===== src/rtl/pixel_dispatcher.sv =====
// rtl/pixel_dispatcher.sv - raster-scan initiator that issues pixels to a depth engine and streams (x, y, depth) results
module pixel_dispatcher #(
    parameter int FRAC   = 8,
    parameter int WIDTH  = 640,
    parameter int HEIGHT = 480
) (
    input  logic        sysclk,
    input  logic        reset_n,
    input  logic        frame_start,
    input  logic [7:0]  max_iter,
    input  logic [15:0] re_origin,
    input  logic [15:0] im_origin,
    input  logic [15:0] step,
    output logic        eng_start,
    output logic [9:0]  eng_x,
    output logic [8:0]  eng_y,
    output logic [15:0] eng_re_c,
    output logic [15:0] eng_im_c,
    output logic [7:0]  eng_max_iter,
    input  logic        eng_done,
    input  logic [7:0]  eng_depth,
    output logic        pix_valid,
    input  logic        pix_ready,
    output logic [9:0]  pix_x,
    output logic [8:0]  pix_y,
    output logic [7:0]  pix_depth,
    output logic        pix_last,
    output logic        busy,
    output logic        frame_done
);

    typedef enum logic [1:0] {IDLE, ISSUE, WAIT, OUTPUT} state_t;

    state_t      state, state_nxt;
    logic [9:0]  x;
    logic [8:0]  y;
    logic [15:0] re, im, re_org, step_q;
    logic [7:0]  mi_q;
    logic        done_q;
    logic        last_px, x_end, done_rise, accept;

    // Q-format scaling only matters to the engine; re/im pass through as raw words.
    logic unused_frac;
    assign unused_frac = ^32'(FRAC);

    assign x_end     = (x == 10'(WIDTH - 1));
    assign last_px   = x_end && (y == 9'(HEIGHT - 1));
    assign done_rise = eng_done & ~done_q;
    assign accept    = pix_valid & pix_ready;

    assign eng_start    = (state == ISSUE);
    assign busy         = (state != IDLE);
    assign eng_x        = x;
    assign eng_y        = y;
    assign eng_re_c     = re;
    assign eng_im_c     = im;
    assign eng_max_iter = mi_q;

    always_comb begin
        state_nxt = state;
        case (state)
            IDLE:    if (frame_start) state_nxt = ISSUE;
            ISSUE:   state_nxt = WAIT;
            WAIT:    if (done_rise) state_nxt = OUTPUT;
            OUTPUT:  if (accept) state_nxt = last_px ? IDLE : ISSUE;
            default: state_nxt = IDLE;
        endcase
    end

    always_ff @(posedge sysclk) begin
        if (!reset_n) begin
            state      <= IDLE;
            x          <= '0;
            y          <= '0;
            re         <= '0;
            im         <= '0;
            re_org     <= '0;
            step_q     <= '0;
            mi_q       <= '0;
            done_q     <= 1'b0;
            pix_valid  <= 1'b0;
            pix_x      <= '0;
            pix_y      <= '0;
            pix_depth  <= '0;
            pix_last   <= 1'b0;
            frame_done <= 1'b0;
        end else begin
            state      <= state_nxt;
            // Tracked every cycle so a done level left over from an earlier pixel never looks like an edge.
            done_q     <= eng_done;
            frame_done <= 1'b0;
            case (state)
                IDLE: begin
                    if (frame_start) begin
                        mi_q   <= max_iter;
                        re_org <= re_origin;
                        step_q <= step;
                        x      <= '0;
                        y      <= '0;
                        re     <= re_origin;
                        im     <= im_origin;
                    end
                end
                WAIT: begin
                    if (done_rise) begin
                        pix_x     <= x;
                        pix_y     <= y;
                        pix_depth <= eng_depth;
                        pix_last  <= last_px;
                        pix_valid <= 1'b1;
                    end
                end
                OUTPUT: begin
                    if (accept) begin
                        pix_valid <= 1'b0;
                        if (last_px) begin
                            frame_done <= 1'b1;
                        end else if (x_end) begin
                            x  <= '0;
                            re <= re_org;
                            y  <= y + 9'd1;
                            im <= im - step_q;
                        end else begin
                            x  <= x + 10'd1;
                            re <= re + step_q;
                        end
                    end
                end
                default: ;
            endcase
        end
    end

endmodule


===== config.mk =====
export PLATFORM = sky130hd
export DESIGN_NAME = pixel_dispatcher
export DESIGN_NICKNAME = d
export VERILOG_FILES = /design/src/rtl/pixel_dispatcher.sv
export SDC_FILE = /design/constraint.sdc
export NUM_CORES = 1
export LEC_CHECK = 0
export CORE_MARGIN = 5
export CORE_UTILIZATION = 42
export CTS_BUF_LIST = sky130_fd_sc_hd__clkbuf_2 sky130_fd_sc_hd__clkbuf_4 sky130_fd_sc_hd__clkbuf_8
export CTS_CLUSTER_DIAMETER = 200
export DETAILED_ROUTE_END_ITERATION = 8
export PLACE_DENSITY_LB_ADDON = 0.3
export REMOVE_ABC_BUFFERS = 1
export SLEW_MARGIN = 0
export SYNTH_ARGS = -nofsm -noshare
export SYNTH_HDL_FRONTEND = slang
export SYNTH_SLANG_ARGS = --single-unit

===== constraint.sdc =====
create_clock -name sysclk -period 3.2 [get_ports sysclk]
set_clock_uncertainty 0.2 [all_clocks]
set_input_delay 0.8 -clock sysclk [delete_from_list [all_inputs] [get_ports sysclk]]
set_output_delay 0.8 -clock sysclk [all_outputs]
set_load 0.005 [all_outputs]

# [Yosys cells after proc, flatten, opt, wreduce, memory -nomap -nowiden]
# Cells that the tools add are included.
[word_totals] register_bits=124 in_bits=69
[classes] eq_ne=10 n_bitwise=3 n_reduce_logical=12 muxes=29 addsub=4
[op_table] operator="two-way mux 16 bit" count=8
[op_table] operator="one-hot mux 16 bit (2 select lines)" count=2
[op_table] operator="two-way mux 10 bit" count=4
[op_table] operator="two-way mux 9 bit" count=4
[op_table] operator="one-hot mux 10 bit (2 select lines)" count=1
[op_table] operator="one-hot mux 9 bit (2 select lines)" count=1
[op_table] operator="adder 16 bit" count=1
[op_table] operator="subtractor 16 bit" count=1
[op_table] operator="adder 10 x 1 -> 10 bit (second input constant)" count=1
[op_table] operator="equality test 10 bit (second input constant)" count=1
[op_table] operator="inequality test 2 bit (second input constant)" count=5
[op_table] operator="adder 9 x 1 -> 9 bit (second input constant)" count=1
[op_table] operator="equality test 9 bit (second input constant)" count=1
[op_table] operator="AND reduction 3 bit" count=3
[op_table] operator="one-hot mux 2 bit (4 select lines)" count=1
[op_table] operator="two-way mux 2 bit" count=3
[op_table] operator="nonzero test 2 bit" count=3
[op_table] operator="AND reduction 5 bit" count=1
[op_table] operator="equality test 2 bit (second input constant)" count=2
[op_table] operator="two-way mux 1 bit" count=4
[op_table] operator="AND reduction 2 bit" count=2
[op_table] operator="AND reduction 4 bit" count=1
[op_table] operator="bitwise AND 1 bit" count=2
[op_table] operator="equality test 2 x 1 -> 1 bit (second input constant)" count=1
[op_table] operator="other kinds (4)" count=4

# [Longest topological paths before layout]
[depth] depth_word=5 mapped_depth=10 depth_no_buf=10

# [Worst setup path before layout]
# OpenSTA, ideal clock, no wires.
[synth_timing] path_kind="register to register" start="reg re[0] (netlist: eng_re_c[0])" end="reg re[14] (netlist: eng_re_c[14])" stages_incl_launch_ff=10 synth_period_minus_slack_ns=2.418 slack_ns=0.782 n_path_buf=0 arrival_ns=2.160 path_cell_list="dfxtp_1 -> ha_1 -> fa_1 -> a21oi_1 -> o21ai_1 -> a31oi_2 -> o21bai_1 -> a2111oi_0 -> nand4bb_1 -> o211a_1"
[synth_between] elab_chain_len=5
[synth_rtl] element="start, declared" line="37" rtl="logic [15:0] re, im, re_org, step_q;"
[synth_rtl] element="start signal, assigned" line="100" rtl="re <= re_origin;"
[synth_rtl] element="start signal, assigned" line="120" rtl="re <= re_org;"
[synth_rtl] element="start signal, assigned" line="125" rtl="re <= re + step_q;"
[synth_rtl] element="adder 16 bit" line="125"
[synth_rtl] element="two-way mux 16 bit" line="118" rtl="end else if (x_end) begin"
[synth_rtl] element="two-way mux 16 bit" line="116" rtl="if (last_px) begin"
[synth_rtl] element="two-way mux 16 bit" line="114" rtl="if (accept) begin"
[synth_rtl] element="one-hot mux 16 bit (2 select lines)" line="92" rtl="case (state)"
# No other way between the ends. The select of a mux whose other input is x is not followed.
# A chain may end at the register's enable or synchronous reset.

# [Worst setup path after layout]
[layout_timing] start="reg y[0] (netlist: eng_y[0])" end="reg re[14] (netlist: eng_re_c[14])"
[layout_between] elab_chain_len=4
[layout_rtl] element="start, declared" line="36" rtl="logic [8:0] y;"
[layout_rtl] element="start signal, assigned" line="121" rtl="y <= y + 9'd1;"
[layout_rtl] element="equality test 9 bit" line="47" rtl="assign last_px = x_end && (y == 9'(HEIGHT - 1));"
[layout_rtl] element="logical AND 1 bit" line="47"
[layout_rtl] element="inequality test 2 bit (no source line)"
[layout_rtl] element="AND reduction 4 bit (no source line)"
# No other way between the ends.

==> metrics.cfg <==
[power]
power_density_nw_per_um2=778.0
p_leak_nw=3.251
irDropWorstVdd_v=0.0004326
power.total_mw=6.682

[worst_setup_path]
worstSetupPathType=reg2reg
worstPathArrival_ns=3.03
path_max_fanout=19
endpoint_kind=flop
path_cells=ha_1 > nand4_1 > nor3b_4 > nand2_4 > o21ai_4 > a22o_4 > nand4bb_1 > o211a_1
crit_path_start_kind=flop
slowest_stage=o21ai_4
critPathRequiredTime_ns=3.39
critPathMaxStageDelay_ns=0.57

[logic_synthesis]
synth.distinct_cells=72
yosys_warnings=0
avgSynthCellArea_um2=8.139
syn_area_um2=6397
ys_async_sr_fraction_pct=0
ys_seq_elements=124
synth_seq_area_share_pct=38.80
synth_top_area_cell=dfxtp_1
synth_ff_type=dfxtp_1
synthTopCellsByArea=dfxtp_1, nand2_1, a21oi_1
synth_top_cell_area_share_pct=38.80
synth-edff-count=0
netlist_instances=786

[grt]
use_met2_pct=32.11
met3_usage_pct=5.627
overflow=0
antenna_found_initial=0
top_usage_layer=met2
grt_use_total_pct=20.01
grt_max_degree=61
gr-usage-met1_pct=26.07
grt_pass1_wl_um=28860
grt_pass1_vias=5722

[routing]
first_pass_iters=5
antenna_left=0
drtIter0Drc=347
wl_per_cell_um=15.61
drc=0
drt_wl_total_um=17840
avgViaCountPerCell=5.306
via_count=6065

[sta]
hold_viol=0
relSlewSlack_pct=30.22
fin_ws_ns=0.3549
maxSlewViolCount=0
period_minus_slack_ns=2.845
max_clock_freq_mhz=351.5
setup_tns_ns=0
hold_ws_ns=0.2527
post-route-period-util_pct=88.91
setup_viol=0
tightest_slew_ns=1.036
grt_setup_unrepaired=no

[floorplan]
fp-row-count=45
io_pins=160
die_h_um=133.4
design.core.area_um2=15090
die-area_um2=17800
start_util_pct=42.40
die_w_um=133.4

[placement]
portBuffers=159
hpwl_um=12790
place_ws_ns=0.07681
placed_area_um2=8192
place.gp.congestion=0.8563

[clock_tree]
holdBufCountCts=0
clkSlewWorstSetupHoldPaths_ns=0.07
insertion_delay_ns=0.45
cts_resized=0
cts_sinks=124
cts-root-buf=clkbuf_8
cts_setup_buffers=0
cts_made_buffers=17
cts_tree=done
clock_path_buffers=2
ctsHtreeMaxLevel=4

[finish]
final_cell_area_um2=8589
n_antenna_cell=0
drive_gt1_share_pct=7.120
syn2layout_area_growth_pct=34.27
nNetsFinal=1052

[flow_run]
cap_violations=0

[outcome]
outcome=finished clean

[hold_path]
hp-class=reg2reg

## power by group
part,switching (mW),internal [mW],leakage [nW]
logic,1.78,1.46,2.03
registers,0.238,1.81,1.01
clock network,0.601,0.790,0.207
total,2.61,4.07,3.25
## registers in the layout, indices dropped and copies added, names as in the netlist
name and flops:
done_q 1, eng_im_c 16, eng_max_iter 8, eng_re_c 16, eng_x 10, eng_y 9, frame_done 1, pix_depth 8
pix_last 1, pix_valid 1, pix_x 10, pix_y 9, re_org 16, state 2, step_q 16
## cell usage in the layout (no fill, tap or decap), types with 5 or more instances in the layout
| cell type | n |
|---|---|
| nand2_1 | 174 |
| clkdlybuf4s50_1 | 159 |
| dfxtp_1 | 124 |
| a21oi_1 | 98 |
| nor2_1 | 44 |
| ha_1 | 37 |
| o21ai_0 | 31 |
| inv_1 | 27 |
| xor2_1 | 23 |
| clkbuf_8 | 22 |
| buf_4 | 17 |
| nand4_1 | 16 |
| nor3_1 | 12 |
| xnor2_1 | 12 |
| nand3_1 | 9 |
| and2_1 | 9 |
| a222oi_1 | 9 |
| a211oi_1 | 8 |
| o211ai_1 | 8 |
| a22oi_1 | 8 |
| and3_1 | 7 |
| o21a_1 | 7 |
| mux2i_1 | 7 |
| o22ai_1 | 7 |
| o21bai_1 | 5 |
| a21o_1 | 5 |
## metal layers
| metal | wire, um | vias up |
|---|---|---|
| met5 | 0 | - |
| met4 | 257 | 0 |
| met3 | 1231 | 16 |
| met2 | 8193 | 193 |
| met1 | 8156 | 2778 |
| li1 | - | 3078 |
## critical path: cells and delay by family, from the launching register on
kind                       cells  cell delay [ns]
AOI/OAI and AO/OA              3             0.95
DFF                            1             0.47
and+or+nand+nor                4             0.87
adders and majority gates      1             0.29
## final cells by class
class | instances | area [um2]
fillers | 1423 | 6500
multi-input cells | 595 | 3642
flip-flops and latches | 124 | 2482
repair buffers | 176 | 1719
clock buffers | 23 | 310.3
well taps | 188 | 235.2
inverters | 30 | 112.6
clock inverters | 7 | 87.58
## path summary, 6_finish.rpt
kind / from / endpoint / slack, ns / cells after the start
setup reg to reg: eng_y[0] / eng_re_c[14] / 0.35 / 8
hold / removal: pix_depth[1] / pix_depth[1] / 0.25 / 2
setup / recovery: eng_y[0] / eng_re_c[14] / 0.35 / 8
hold reg to reg: pix_depth[1] / pix_depth[1] / 0.25 / 2
## cell families (layout without fill, tap and decap cells)
family | after synthesis | count (layout) | synth area share, %
fa+ha+maj | 39 | 39 | 7.862
compound gates | 217 | 217 | 21.96
mux | 7 | 7 | 1.095
xor+xnor | 35 | 35 | 4.792
flops | 124 | 124 | 38.80
simple gates | 297 | 297 | 21.12
buf+inv | 67 | 236 | 4.361
## metrics by stage
stage	utilization [%]	cells
3_5_place_dp	54.29	1113
3_3_place_gp	54.29	1113
4_1_cts	56.92	1143
2_1_floorplan	-	749
5_1_grt	56.92	1143
6_report	56.92	1143
## cell usage after synthesis, types with 3 or more instances
cell type,instances
o21ai_1,4
buf_2,4
nor3_1,12
inv_1,27
dfxtp_1,124
o21ai_0,31
nand4_1,16
a211oi_1,8
nand3_1,9
and3_1,7
nand2_1,174
o21bai_1,5
nor2b_1,3
a21o_1,5
nand3b_1,3
or3_1,4
o21a_1,7
a22oi_1,8
xor2_1,23
clkbuf_1,25
a21oi_1,98
o211ai_1,8
nor2_1,44
o22ai_1,7
a222oi_1,9
buf_1,4
xnor2_1,12
and2_1,9
ha_1,37
mux2i_1,7
Power figures use the tool's default switching activity.
